==> src/rtl/key_conditioner_pkg.sv <==
// Shared types for the key_conditioner slice: per-channel output modes, debounce FSM states,
// and the mode-select helper used by the top-level output mux.
package key_pkg;

  typedef enum logic [1:0] {
    KM_LEVEL   = 2'b00,
    KM_PRESS   = 2'b01,
    KM_TOGGLE  = 2'b10,
    KM_RELEASE = 2'b11
  } key_mode_e;

  typedef enum logic [1:0] {
    KS_RELEASED,
    KS_PRESS_WAIT,
    KS_PRESSED,
    KS_RELEASE_WAIT
  } key_state_e;

  function automatic logic key_mode_sel(input key_mode_e m, input logic level, input logic press,
                                        input logic toggle, input logic rel);
    key_mode_sel = level;
    case (m)
      KM_LEVEL:   key_mode_sel = level;
      KM_PRESS:   key_mode_sel = press;
      KM_TOGGLE:  key_mode_sel = toggle;
      KM_RELEASE: key_mode_sel = rel;
      default:    key_mode_sel = level;
    endcase
  endfunction

endpackage

==> src/rtl/key_conditioner_debounce_ch.sv <==
// One key channel: input synchroniser, four-state debounce FSM, press/release pulses.
// With KEY_COND_LONGPRESS_EN defined, also a saturating hold counter and a one-shot long pulse.
module key_debounce_ch
  import key_pkg::*;
#(
  parameter int DEBOUNCE_CYCLES = 16,
  parameter int SYNC_STAGES     = 2,
  parameter int ACTIVE_LOW      = 1
`ifdef KEY_COND_LONGPRESS_EN
  ,
  parameter int LONG_CYCLES     = 1000
`endif
) (
  input  logic clk,
  input  logic reset,
  input  logic key_in,
  output logic level_d,
  output logic press_d,
  output logic rel_d,
  output logic level_q,
  output logic press_q,
  output logic rel_q
`ifdef KEY_COND_LONGPRESS_EN
  ,
  output logic long_q
`endif
);

  localparam int               CNT_W    = $clog2(DEBOUNCE_CYCLES + 1);
  // The first accepted sample is taken on the RELEASED/PRESSED exit, so the wait states count D-1 more.
  localparam logic [CNT_W-1:0] CNT_LAST = CNT_W'((DEBOUNCE_CYCLES >= 2) ? DEBOUNCE_CYCLES - 2 : 0);
  localparam logic [CNT_W-1:0] CNT_MAX  = {CNT_W{1'b1}};
  localparam logic             REL_LVL  = (ACTIVE_LOW != 0);

  logic [SYNC_STAGES-1:0] sync_q, sync_d;
  key_state_e             state_q, state_d;
  logic [CNT_W-1:0]       cnt_q, cnt_d;
  logic                   p;

  assign p = sync_q[SYNC_STAGES-1] ^ REL_LVL;

  always_comb begin
    // NOTE: every signal gets a default before the case so no path can infer a latch.
    sync_d  = {sync_q[SYNC_STAGES-2:0], key_in};
    state_d = state_q;
    cnt_d   = cnt_q;
    press_d = 1'b0;
    rel_d   = 1'b0;
    case (state_q)
      KS_RELEASED: begin
        if (p) begin
          if (DEBOUNCE_CYCLES == 1) begin
            state_d = KS_PRESSED;
            press_d = 1'b1;
          end else begin
            state_d = KS_PRESS_WAIT;
            cnt_d   = '0;
          end
        end
      end
      KS_PRESS_WAIT: begin
        if (!p) begin
          state_d = KS_RELEASED;
        end else if (cnt_q == CNT_LAST) begin
          state_d = KS_PRESSED;
          press_d = 1'b1;
        end else if (cnt_q != CNT_MAX) begin
          cnt_d = cnt_q + 1'b1;
        end
      end
      KS_PRESSED: begin
        if (!p) begin
          if (DEBOUNCE_CYCLES == 1) begin
            state_d = KS_RELEASED;
            rel_d   = 1'b1;
          end else begin
            state_d = KS_RELEASE_WAIT;
            cnt_d   = '0;
          end
        end
      end
      KS_RELEASE_WAIT: begin
        if (p) begin
          state_d = KS_PRESSED;
        end else if (cnt_q == CNT_LAST) begin
          state_d = KS_RELEASED;
          rel_d   = 1'b1;
        end else if (cnt_q != CNT_MAX) begin
          cnt_d = cnt_q + 1'b1;
        end
      end
      default: state_d = KS_RELEASED;
    endcase
    level_d = (state_d == KS_PRESSED) || (state_d == KS_RELEASE_WAIT);
  end

  always_ff @(posedge clk) begin
    // NOTE: sequential state uses non-blocking assignments so every flop sees pre-edge values.
    if (reset) begin
      sync_q  <= {SYNC_STAGES{REL_LVL}};
      state_q <= KS_RELEASED;
      cnt_q   <= '0;
      level_q <= 1'b0;
      press_q <= 1'b0;
      rel_q   <= 1'b0;
    end else begin
      sync_q  <= sync_d;
      state_q <= state_d;
      cnt_q   <= cnt_d;
      level_q <= level_d;
      press_q <= press_d;
      rel_q   <= rel_d;
    end
  end

`ifdef KEY_COND_LONGPRESS_EN
  localparam int               HOLD_W    = $clog2(LONG_CYCLES + 1);
  localparam logic [HOLD_W-1:0] HOLD_SAT = HOLD_W'(LONG_CYCLES);
  localparam logic [HOLD_W-1:0] HOLD_HIT = HOLD_W'(LONG_CYCLES - 1);

  logic [HOLD_W-1:0] hold_q, hold_d;
  logic              long_d;

  // Hold restarts from zero on every entry to PRESSED and stops at LONG_CYCLES, so it fires once.
  always_comb begin
    hold_d = '0;
    long_d = 1'b0;
    if (state_q == KS_PRESSED && state_d == KS_PRESSED) begin
      hold_d = hold_q;
      if (hold_q == HOLD_HIT) long_d = 1'b1;
      if (hold_q != HOLD_SAT) hold_d = hold_q + 1'b1;
    end
  end

  always_ff @(posedge clk) begin
    if (reset) begin
      hold_q <= '0;
      long_q <= 1'b0;
    end else begin
      hold_q <= hold_d;
      long_q <= long_d;
    end
  end
`endif

endmodule

==> src/rtl/key_conditioner.sv <==
// N-channel pushbutton front end: per-channel debounce, toggle registers and a registered mode mux.
// Define KEY_COND_LONGPRESS_EN to add the key_long port and per-channel hold counters.
module key_conditioner
  import key_pkg::*;
#(
  parameter int NUM_KEYS        = 4,
  parameter int DEBOUNCE_CYCLES = 16,
  parameter int SYNC_STAGES     = 2,
  parameter int ACTIVE_LOW      = 1,
  parameter int LONG_CYCLES     = 1000
) (
  input  logic                  clk,
  input  logic                  reset,
  input  logic [NUM_KEYS-1:0]   key_in,
  input  logic [2*NUM_KEYS-1:0] mode,
  output logic [NUM_KEYS-1:0]   key_level,
  output logic [NUM_KEYS-1:0]   key_press,
  output logic [NUM_KEYS-1:0]   key_release,
`ifdef KEY_COND_LONGPRESS_EN
  output logic [NUM_KEYS-1:0]   key_long,
`endif
  output logic [NUM_KEYS-1:0]   key_out
);

  if (NUM_KEYS < 1) begin : g_chk_keys
    $error("key_conditioner: NUM_KEYS must be >= 1");
  end
  if (DEBOUNCE_CYCLES < 1) begin : g_chk_deb
    $error("key_conditioner: DEBOUNCE_CYCLES must be >= 1");
  end
  if (SYNC_STAGES < 2) begin : g_chk_sync
    $error("key_conditioner: SYNC_STAGES must be >= 2");
  end
  if (LONG_CYCLES < 1) begin : g_chk_long_pos
    $error("key_conditioner: LONG_CYCLES must be >= 1");
  end
`ifdef KEY_COND_LONGPRESS_EN
  if (LONG_CYCLES <= DEBOUNCE_CYCLES) begin : g_chk_long
    $error("key_conditioner: LONG_CYCLES must exceed DEBOUNCE_CYCLES");
  end
`endif

  logic [NUM_KEYS-1:0] lvl_d, prs_d, rel_d;
  logic [NUM_KEYS-1:0] toggle_q, toggle_d;
  logic [NUM_KEYS-1:0] key_out_q, key_out_d;

  for (genvar i = 0; i < NUM_KEYS; i++) begin : g_ch
    key_debounce_ch #(
      .DEBOUNCE_CYCLES(DEBOUNCE_CYCLES),
      .SYNC_STAGES    (SYNC_STAGES),
      .ACTIVE_LOW     (ACTIVE_LOW)
`ifdef KEY_COND_LONGPRESS_EN
      ,
      .LONG_CYCLES    (LONG_CYCLES)
`endif
    ) u_ch (
      .clk    (clk),
      .reset  (reset),
      .key_in (key_in[i]),
      .level_d(lvl_d[i]),
      .press_d(prs_d[i]),
      .rel_d  (rel_d[i]),
      .level_q(key_level[i]),
      .press_q(key_press[i]),
      .rel_q  (key_release[i])
`ifdef KEY_COND_LONGPRESS_EN
      ,
      .long_q (key_long[i])
`endif
    );
  end

  // Mux on the channels' next-state values so key_out lines up with key_level/key_press/key_release.
  always_comb begin
    toggle_d  = toggle_q ^ prs_d;
    key_out_d = '0;
    for (int i = 0; i < NUM_KEYS; i++) begin
      key_out_d[i] = key_mode_sel(key_mode_e'(mode[2*i +: 2]), lvl_d[i], prs_d[i],
                                  toggle_d[i], rel_d[i]);
    end
  end

  always_ff @(posedge clk) begin
    if (reset) begin
      toggle_q  <= '0;
      key_out_q <= '0;
    end else begin
      toggle_q  <= toggle_d;
      key_out_q <= key_out_d;
    end
  end

  assign key_out = key_out_q;

endmodule
==> config.mk <==
export PLATFORM = sky130hd
export DESIGN_NAME = key_conditioner
export DESIGN_NICKNAME = d
export VERILOG_FILES = /design/src/rtl/key_conditioner_pkg.sv /design/src/rtl/key_conditioner_debounce_ch.sv /design/src/rtl/key_conditioner.sv
export SDC_FILE = /design/constraint.sdc
export NUM_CORES = 1
export LEC_CHECK = 0
export BUFFER_PORTS_ARGS = -buffer_cell sky130_fd_sc_hd__buf_2
export CORE_MARGIN = 5
export CORE_UTILIZATION = 35
export CTS_BUF_LIST = sky130_fd_sc_hd__clkbuf_8 sky130_fd_sc_hd__clkbuf_16
export CTS_CLUSTER_SIZE = 14
export DETAILED_ROUTE_END_ITERATION = 8
export SYNTH_ARGS = -nofsm -noshare
export SYNTH_HDL_FRONTEND = slang
export SYNTH_SLANG_ARGS = --single-unit
==> constraint.sdc <==
create_clock -name clk -period 2.7 [get_ports clk]
set_input_delay 0.54 -clock clk [delete_from_list [all_inputs] [get_ports clk]]
set_output_delay 0.54 -clock clk [all_outputs]
set_load 0.005 [all_outputs]
Word-level counts from Yosys, hierarchy flattened
Index checks and enable logic that the tools add are counted.
- input port bits: 14
- register bits after elaboration: 56
- word-level logic and storage cells: 183
- output and inout bits: 16
- bitwise logic cells: 1
- equal/unequal tests: 56
- reductions and logical operators: 16
- add/sub/neg operators: 4
- muxes and demuxes: 80
- operators with widths (kind ; count):
    2-to-1 mux 5 bit ; 24
    one-hot mux 5 bit (4 select lines) ; 4
    equality test 2 bit (second input constant) ; 24
    2-to-1 mux 2 bit ; 24
    one-hot mux 2 bit (4 select lines) ; 4
    adder 5 x 1 -> 5 bit (second input constant) ; 4
    equality test 5 x 4 -> 1 bit (second input constant) ; 4
    2-to-1 mux 1 bit ; 20
    != test 5 bit (second input constant) ; 4
    equality test 2 x 1 -> 1 bit (second input constant) ; 8
    zero test 2 bit ; 8
    != test 2 x 1 -> 1 bit (second input constant) ; 8
    != test 2 bit (second input constant) ; 8
    one-hot mux 1 bit (4 select lines) ; 4
    AND reduction 4 bit ; 4
    logical OR 1 bit ; 4
    bitwise XOR 4 bit ; 1

Longest topological paths before layout
- depth after elaboration: 7
- gate-level depth with buffers: 7
- mapped depth without buffers: 7

Hierarchy
From an unflattened synthesis, not the netlist that was laid out.
- cell total of the unflattened synthesis: 273
- area, all modules: 2517.4 um2
- by module, submodules not included (module ; seq. area each (um2) ; cells an instance ; area an instance (um2) ; times used):
    key_debounce_ch ; 240.2 ; 59 ; 541.8 ; 4
    key_conditioner ; 160.2 ; 37 ; 350.3 ; 1

Least setup slack after synthesis
Ideal clock, no wire load.
- kind: reg2reg
- start: register g_ch[0].u_ch.cnt_q[0]
- end: register g_ch[0].u_ch.cnt_q[3]
- period minus slack after synthesis: 1.914 ns
- path slack: 0.786 ns
- cell stages (with the launch flop): 7
- path buffers: 0
- arrival time: 1.827 ns
- library setup time: 0.086 ns
- required time: 2.614 ns
- cell sequence: dfxtp_1 > ha_1 > and3_2 > ha_1 > o21a_4 > or4_1 > a221oi_2
- word-level cells in the longest chain between the ends: 5
- elaborated cells on any way between the ends: 8
- classes of those cells: 1 x add/sub; 2 x eq/ne; 5 x mux
- RTL lines (element ; line ; text):
    start, declared ; key_conditioner_debounce_ch.sv:37 ; logic [CNT_W-1:0] cnt_q, cnt_d;
    start signal, assigned ; key_conditioner_debounce_ch.sv:109 ; cnt_q <= cnt_d;
    adder 5 x 1 -> 5 bit or != test 5 bit (tied branches) ; n/a ;
    2-to-1 mux 5 bit ; key_conditioner_debounce_ch.sv:67, key_conditioner_debounce_ch.sv:88 ;
    2-to-1 mux 5 bit * ; key_conditioner_debounce_ch.sv:85 ; end else if (cnt_q == CNT_LAST) begin
    2-to-1 mux 5 bit (on tied branches) ; key_conditioner_debounce_ch.sv:83, key_conditioner_debounce_ch.sv:62 ;
    one-hot mux 5 bit (4 select lines) * ; key_conditioner_debounce_ch.sv:49 ; case (state_q)
Every way passes the cells marked *; elsewhere a longest branch is shown, timed or not. The select of a mux whose other input is x is not followed.
A chain may end at the register's enable or synchronous reset.

Worst setup path after layout
- start: register g_ch[3].u_ch.cnt_q[0]
- end: register g_ch[3].u_ch.cnt_q[3]
- word-level cells in the longest chain between the ends: 5
- elaborated cells on any way between the ends: 8
- classes of those cells: 1 x add/sub; 2 x eq/ne; 5 x mux
- RTL lines (element ; line):
    start, declared ; key_conditioner_debounce_ch.sv:37
    start signal, assigned ; key_conditioner_debounce_ch.sv:109
    adder 5 x 1 -> 5 bit or != test 5 bit (tied branches) ; n/a
    2-to-1 mux 5 bit ; key_conditioner_debounce_ch.sv:67, key_conditioner_debounce_ch.sv:88
    2-to-1 mux 5 bit * ; key_conditioner_debounce_ch.sv:85
    2-to-1 mux 5 bit (on tied branches) ; key_conditioner_debounce_ch.sv:83, key_conditioner_debounce_ch.sv:62
    one-hot mux 5 bit (4 select lines) * ; key_conditioner_debounce_ch.sv:49
Marks and branches as above.

==> impl_summary.txt <==
----------------------------------------------------
[Status]
  Result of the run ... finished, final reports clean

[Power]
  Combinational group share of total power ... 4.0%
  Max VDD drop ... between 0.15 and 0.2 mV
  Switching share of total power ... a little over a fifth
  Total power per unit cell area ... between 400 and 500 nW/um2
  Clock power frac ... 37.4%
  Switching power of the nets ... between 0.3 and 0.4 mW
  Cell internal pwr ... 1.13 mW
  Leakage power ... between 1 and 1.5 nW
  Sequential share of power ... 58.7%
  Total power ... approximately 1.4 mW

[Cells and area]
  Non-filler instance count after layout ... around 400
  Net count of the finished layout ... roughly 340
  Share of cells above drive strength 1 ... between 10% and 20%
  Number of inserted diodes ... 0
  Area growth syn-to-layout ... 8.82%
  Fill cell count ... between 700 and 800
  Area taken by flip-flops and latches ... 1120 um2
  Area occupied by multi-input gates ... roughly 1300 um2

[Floorplan]
  Total I/O pin count ... 30
  Vertical extent of the die ... roughly 97 um
  Core Area ... around 7300 um2
  Initial cell density of the core ... approximately 36%
  Total Die Area ... 9420 um2
  Row cnt ... 31
  Overall die width ... about 97 um

[Logic synthesis]
  Number of nets in the synthesized netlist ... between 300 and 400
  Post-synthesis instance total ... 299
  Top cells by instance count after synthesis ... sky130_fd_sc_hd__dfxtp_1 (56), sky130_fd_sc_hd__a21oi_1 (21), sky130_fd_sc_hd__nand2_1 (19), sky130_fd_sc_hd__nor2_1 (19), sky130_fd_sc_hd__inv_1 (17)
  Mean Syn Cell Area ... approximately 9 um2
  Share of flip-flops with an asynchronous set or reset ... 0%
  Number of warnings printed during yosys synthesis ... 0
  Synth area leaders ... sky130_fd_sc_hd__dfxtp_1 (42%), sky130_fd_sc_hd__ha_1 (5.7%), sky130_fd_sc_hd__a21oi_1 (4.0%), sky130_fd_sc_hd__buf_4 (3.4%), sky130_fd_sc_hd__o21ai_0 (2.8%)
  Cell with the most instances after synthesis ... sky130_fd_sc_hd__dfxtp_1
  Prevailing post-synth register cell ... sky130_fd_sc_hd__dfxtp_1
  Part of the Yosys area used for sequential elements ... between 40% and 50%
  Synth Register Bits ... 56
  Library cell occupying the most area in the post-synthesis netlist ... sky130_fd_sc_hd__dfxtp_1
  Unique masters post-synth ... 45
  Netlist Area Pre-Place ... about 2700 um2
  EDFF count, synth ... 0
  Proportion of netlist area held by the largest area contributor ... between 40% and 50%

[Run]
  Max_cap viols ... 0

[Timing]
  Setup skew after layout ... roughly 6.5 ps
  Min Hold Slack ... approximately 410 ps
  Max Transition Viols Final ... 0
  Unrepaired setup endpoints after global routing ... no
  Number of endpoints with negative hold slack in the final report ... 0
  Post-layout min period ... about 2000 ps
  Slew Limit Headroom ... 59.8%
  Highest clock frequency the design can meet ... 0.496 GHz
  Slew at the pin with the worst max-slew slack ... approximately 600 ps
  Crit share post-route ... 74.6%
  Setup Viol. Count Final ... 0
  Setup tns final ... 0 ps

[Drt]
  Via count ... 2,051
  First DRT Iteration DRCs ... 55
  Vias per std cell ... 4.99
  Routed wire length ... 4980 um
  Count of TritonRoute iterations in the first routing pass ... 4
  DR DRC count ... 0
  Residual antenna-violating net count after detailed routing ... 0
  Drt wl/cell ... 12.1 um

[CTS]
  Hold_buf cts ... 0
  TritonCTS sink count ... between 50 and 60
  Number of CTS-inserted buffers ... 5
  # resized after CTS ... 0
  Clk_lat worst skew ... between 300 and 400 ps
  CTS H-Tree Depth ... 2
  Buffer type at the clock tree root ... sky130_fd_sc_hd__clkbuf_8
  CTS tree ... built
  Number of buffers on the longest clock path ... 2
  Reg clk slew, reported paths ... roughly 100 ps
  Post-CTS setup buffers ... 0

[Global routing]
  Global-route total usage across every layer ... around a tenth
  First-pass GRT wire length ... 8340 um
  Number of antenna violations at the first check in global routing ... 0
  Pin count of the biggest net entering global routing ... 25
  Residual overflow from global routing ... 0
  Number of global-route vias before repair ... between 1,500 and 2,000

[Setup path]
  Startpoint-to-endpoint class of the critical path ... register to register
  End of the worst register-to-register path ... g_ch[3].u_ch.cnt_q[3]
  Critical path launch point ... g_ch[3].u_ch.cnt_q[0]
  Maximum fanout along the worst path ... 8
  Critical path required time ... 2930 ps
  Origin of the critical flop-to-flop path ... g_ch[3].u_ch.cnt_q[0]
  Flop-to-flop setup slack ... 690 ps
  Worst setup path endpoint ... g_ch[3].u_ch.cnt_q[3]
  Reg2Reg Depth ... 6
  Nature of the critical path startpoint ... register
  Worst path arrival time ... approximately 2200 ps
  Capturing element type of the critical path ... register

[Placed design]
  # placed instances ... roughly 400
  Final estimated routing congestion in global placement ... about 0.85
  Total half-perimeter wirelength after legalization and detailed placement ... between 3000 and 4000 um
  Number of input and output port buffers inserted ... 29

[Hold path]
  Worst Hold Class ... primary input to register

----------------------------------------------------
-- through the flow --
stage	setup slack [ps]	utilization, %	instance area [um2]
2_1_floorplan	786	-	2650
3_3_place_gp	755	37.9	2780
3_5_place_dp	701	37.9	2780
4_1_cts	675	39.4	2890
5_1_grt	554	39.4	2890
6_report	685	39.4	2890
-- final cells by class --
class	count	share of cell area, %
clock inverter	3	1.34
multi-input combinational	200	45.4
tap	99	4.29
inverter	17	2.21
timing repair buffer	31	5.55
sequential	56	38.8
clock buffer	5	2.38
-- critical path, stage by stage, from the launching register on --
cell and delay, ps:
sky130_fd_sc_hd__dfxtp_1 350, sky130_fd_sc_hd__ha_1 220, sky130_fd_sc_hd__and3_1 190, sky130_fd_sc_hd__ha_1 210, sky130_fd_sc_hd__o21a_4 250, sky130_fd_sc_hd__or4_1 480
sky130_fd_sc_hd__a221oi_2 240
-- cells in the final DEF (no fill, tap or decap), types with 4 or more instances in the layout --
cell	Yosys	routed
sky130_fd_sc_hd__dfxtp_1	56	56
sky130_fd_sc_hd__buf_2	0	29
sky130_fd_sc_hd__a21oi_1	21	21
sky130_fd_sc_hd__nand2_1	19	19
sky130_fd_sc_hd__nor2_1	19	19
sky130_fd_sc_hd__inv_1	17	18
sky130_fd_sc_hd__o21ai_0	15	15
sky130_fd_sc_hd__or2_2	12	12
sky130_fd_sc_hd__ha_1	12	12
sky130_fd_sc_hd__and3_1	8	8
sky130_fd_sc_hd__or3_1	8	8
sky130_fd_sc_hd__nand4_1	7	7
sky130_fd_sc_hd__nor3_1	7	7
sky130_fd_sc_hd__xnor2_1	6	6
sky130_fd_sc_hd__nand3_1	6	6
sky130_fd_sc_hd__xor2_1	5	5
sky130_fd_sc_hd__o31ai_1	5	5
sky130_fd_sc_hd__or4_1	5	5
sky130_fd_sc_hd__clkbuf_8	0	5
sky130_fd_sc_hd__a211oi_1	4	4
-- worst min-delay path by stage --
stage / start / end / slack, ps / cells past startpoint
2_1_floorplan: g_ch[0].u_ch.sync_q[0] / g_ch[0].u_ch.sync_q[1] / 390 / 1
3_3_place_gp: g_ch[0].u_ch.sync_q[0] / g_ch[0].u_ch.sync_q[1] / 390 / 1
3_5_place_dp: g_ch[0].u_ch.sync_q[0] / g_ch[0].u_ch.sync_q[1] / 390 / 1
4_1_cts: key_in[3] / g_ch[3].u_ch.sync_q[0] / 410 / 2
5_1_grt: key_in[1] / g_ch[1].u_ch.sync_q[0] / 410 / 2
6_report: key_in[3] / g_ch[3].u_ch.sync_q[0] / 410 / 2
-- power by group through the flow --
| stage | sequential, mW | clock, mW | combinational, mW |
|---|---|---|---|
| floorplan | 0.859 | 0 | 0.0357 |
| global placement | 0.863 | 0 | 0.0572 |
| detailed placement | 0.863 | 0 | 0.0579 |
| CTS | 0.843 | 0.558 | 0.0580 |
| global route | 0.846 | 0.598 | 0.0644 |
| finish | 0.843 | 0.537 | 0.0570 |
-- logic make-up after synthesis --
logic type                 after synthesis  share of synthesized area (%)
adders and majority gates               12                           5.66
and+or+nand+nor                        109                           22.8
DFF                                     56                           42.3
muxes                                    1                          0.377
AOI/OAI and AO/OA                       67                           16.9
xor gates and xnor gates                11                           3.63
buffers and inverters                   43                           8.35
-- metal layers --
| layer | share of wire (%) | up-vias | routed length, um | GRT usage [%] |
|---|---|---|---|---|
| li1 | - | 1073 | - | - |
| met1 | 50 | 935 | 2480 | 13.8 |
| met2 | 45 | 36 | 2220 | 16.2 |
| met3 | 3.8 | 7 | 190 | 2.58 |
| met4 | 1.6 | 0 | 79 | 4.10 |
| met5 | 0 | - | 0 | 0 |
-- state kept, by name, indices dropped and copies added, names as in the netlist --
| register | flops |
|---|---|
| g_ch.u_ch.cnt_q | 20 |
| g_ch.u_ch.state_q | 8 |
| g_ch.u_ch.sync_q | 8 |
| g_ch.u_ch.level_q | 4 |
| g_ch.u_ch.press_q | 4 |
| g_ch.u_ch.rel_q | 4 |
| key_out | 4 |
| toggle_q | 4 |
No activity file was read; power rests on OpenSTA's default activity.
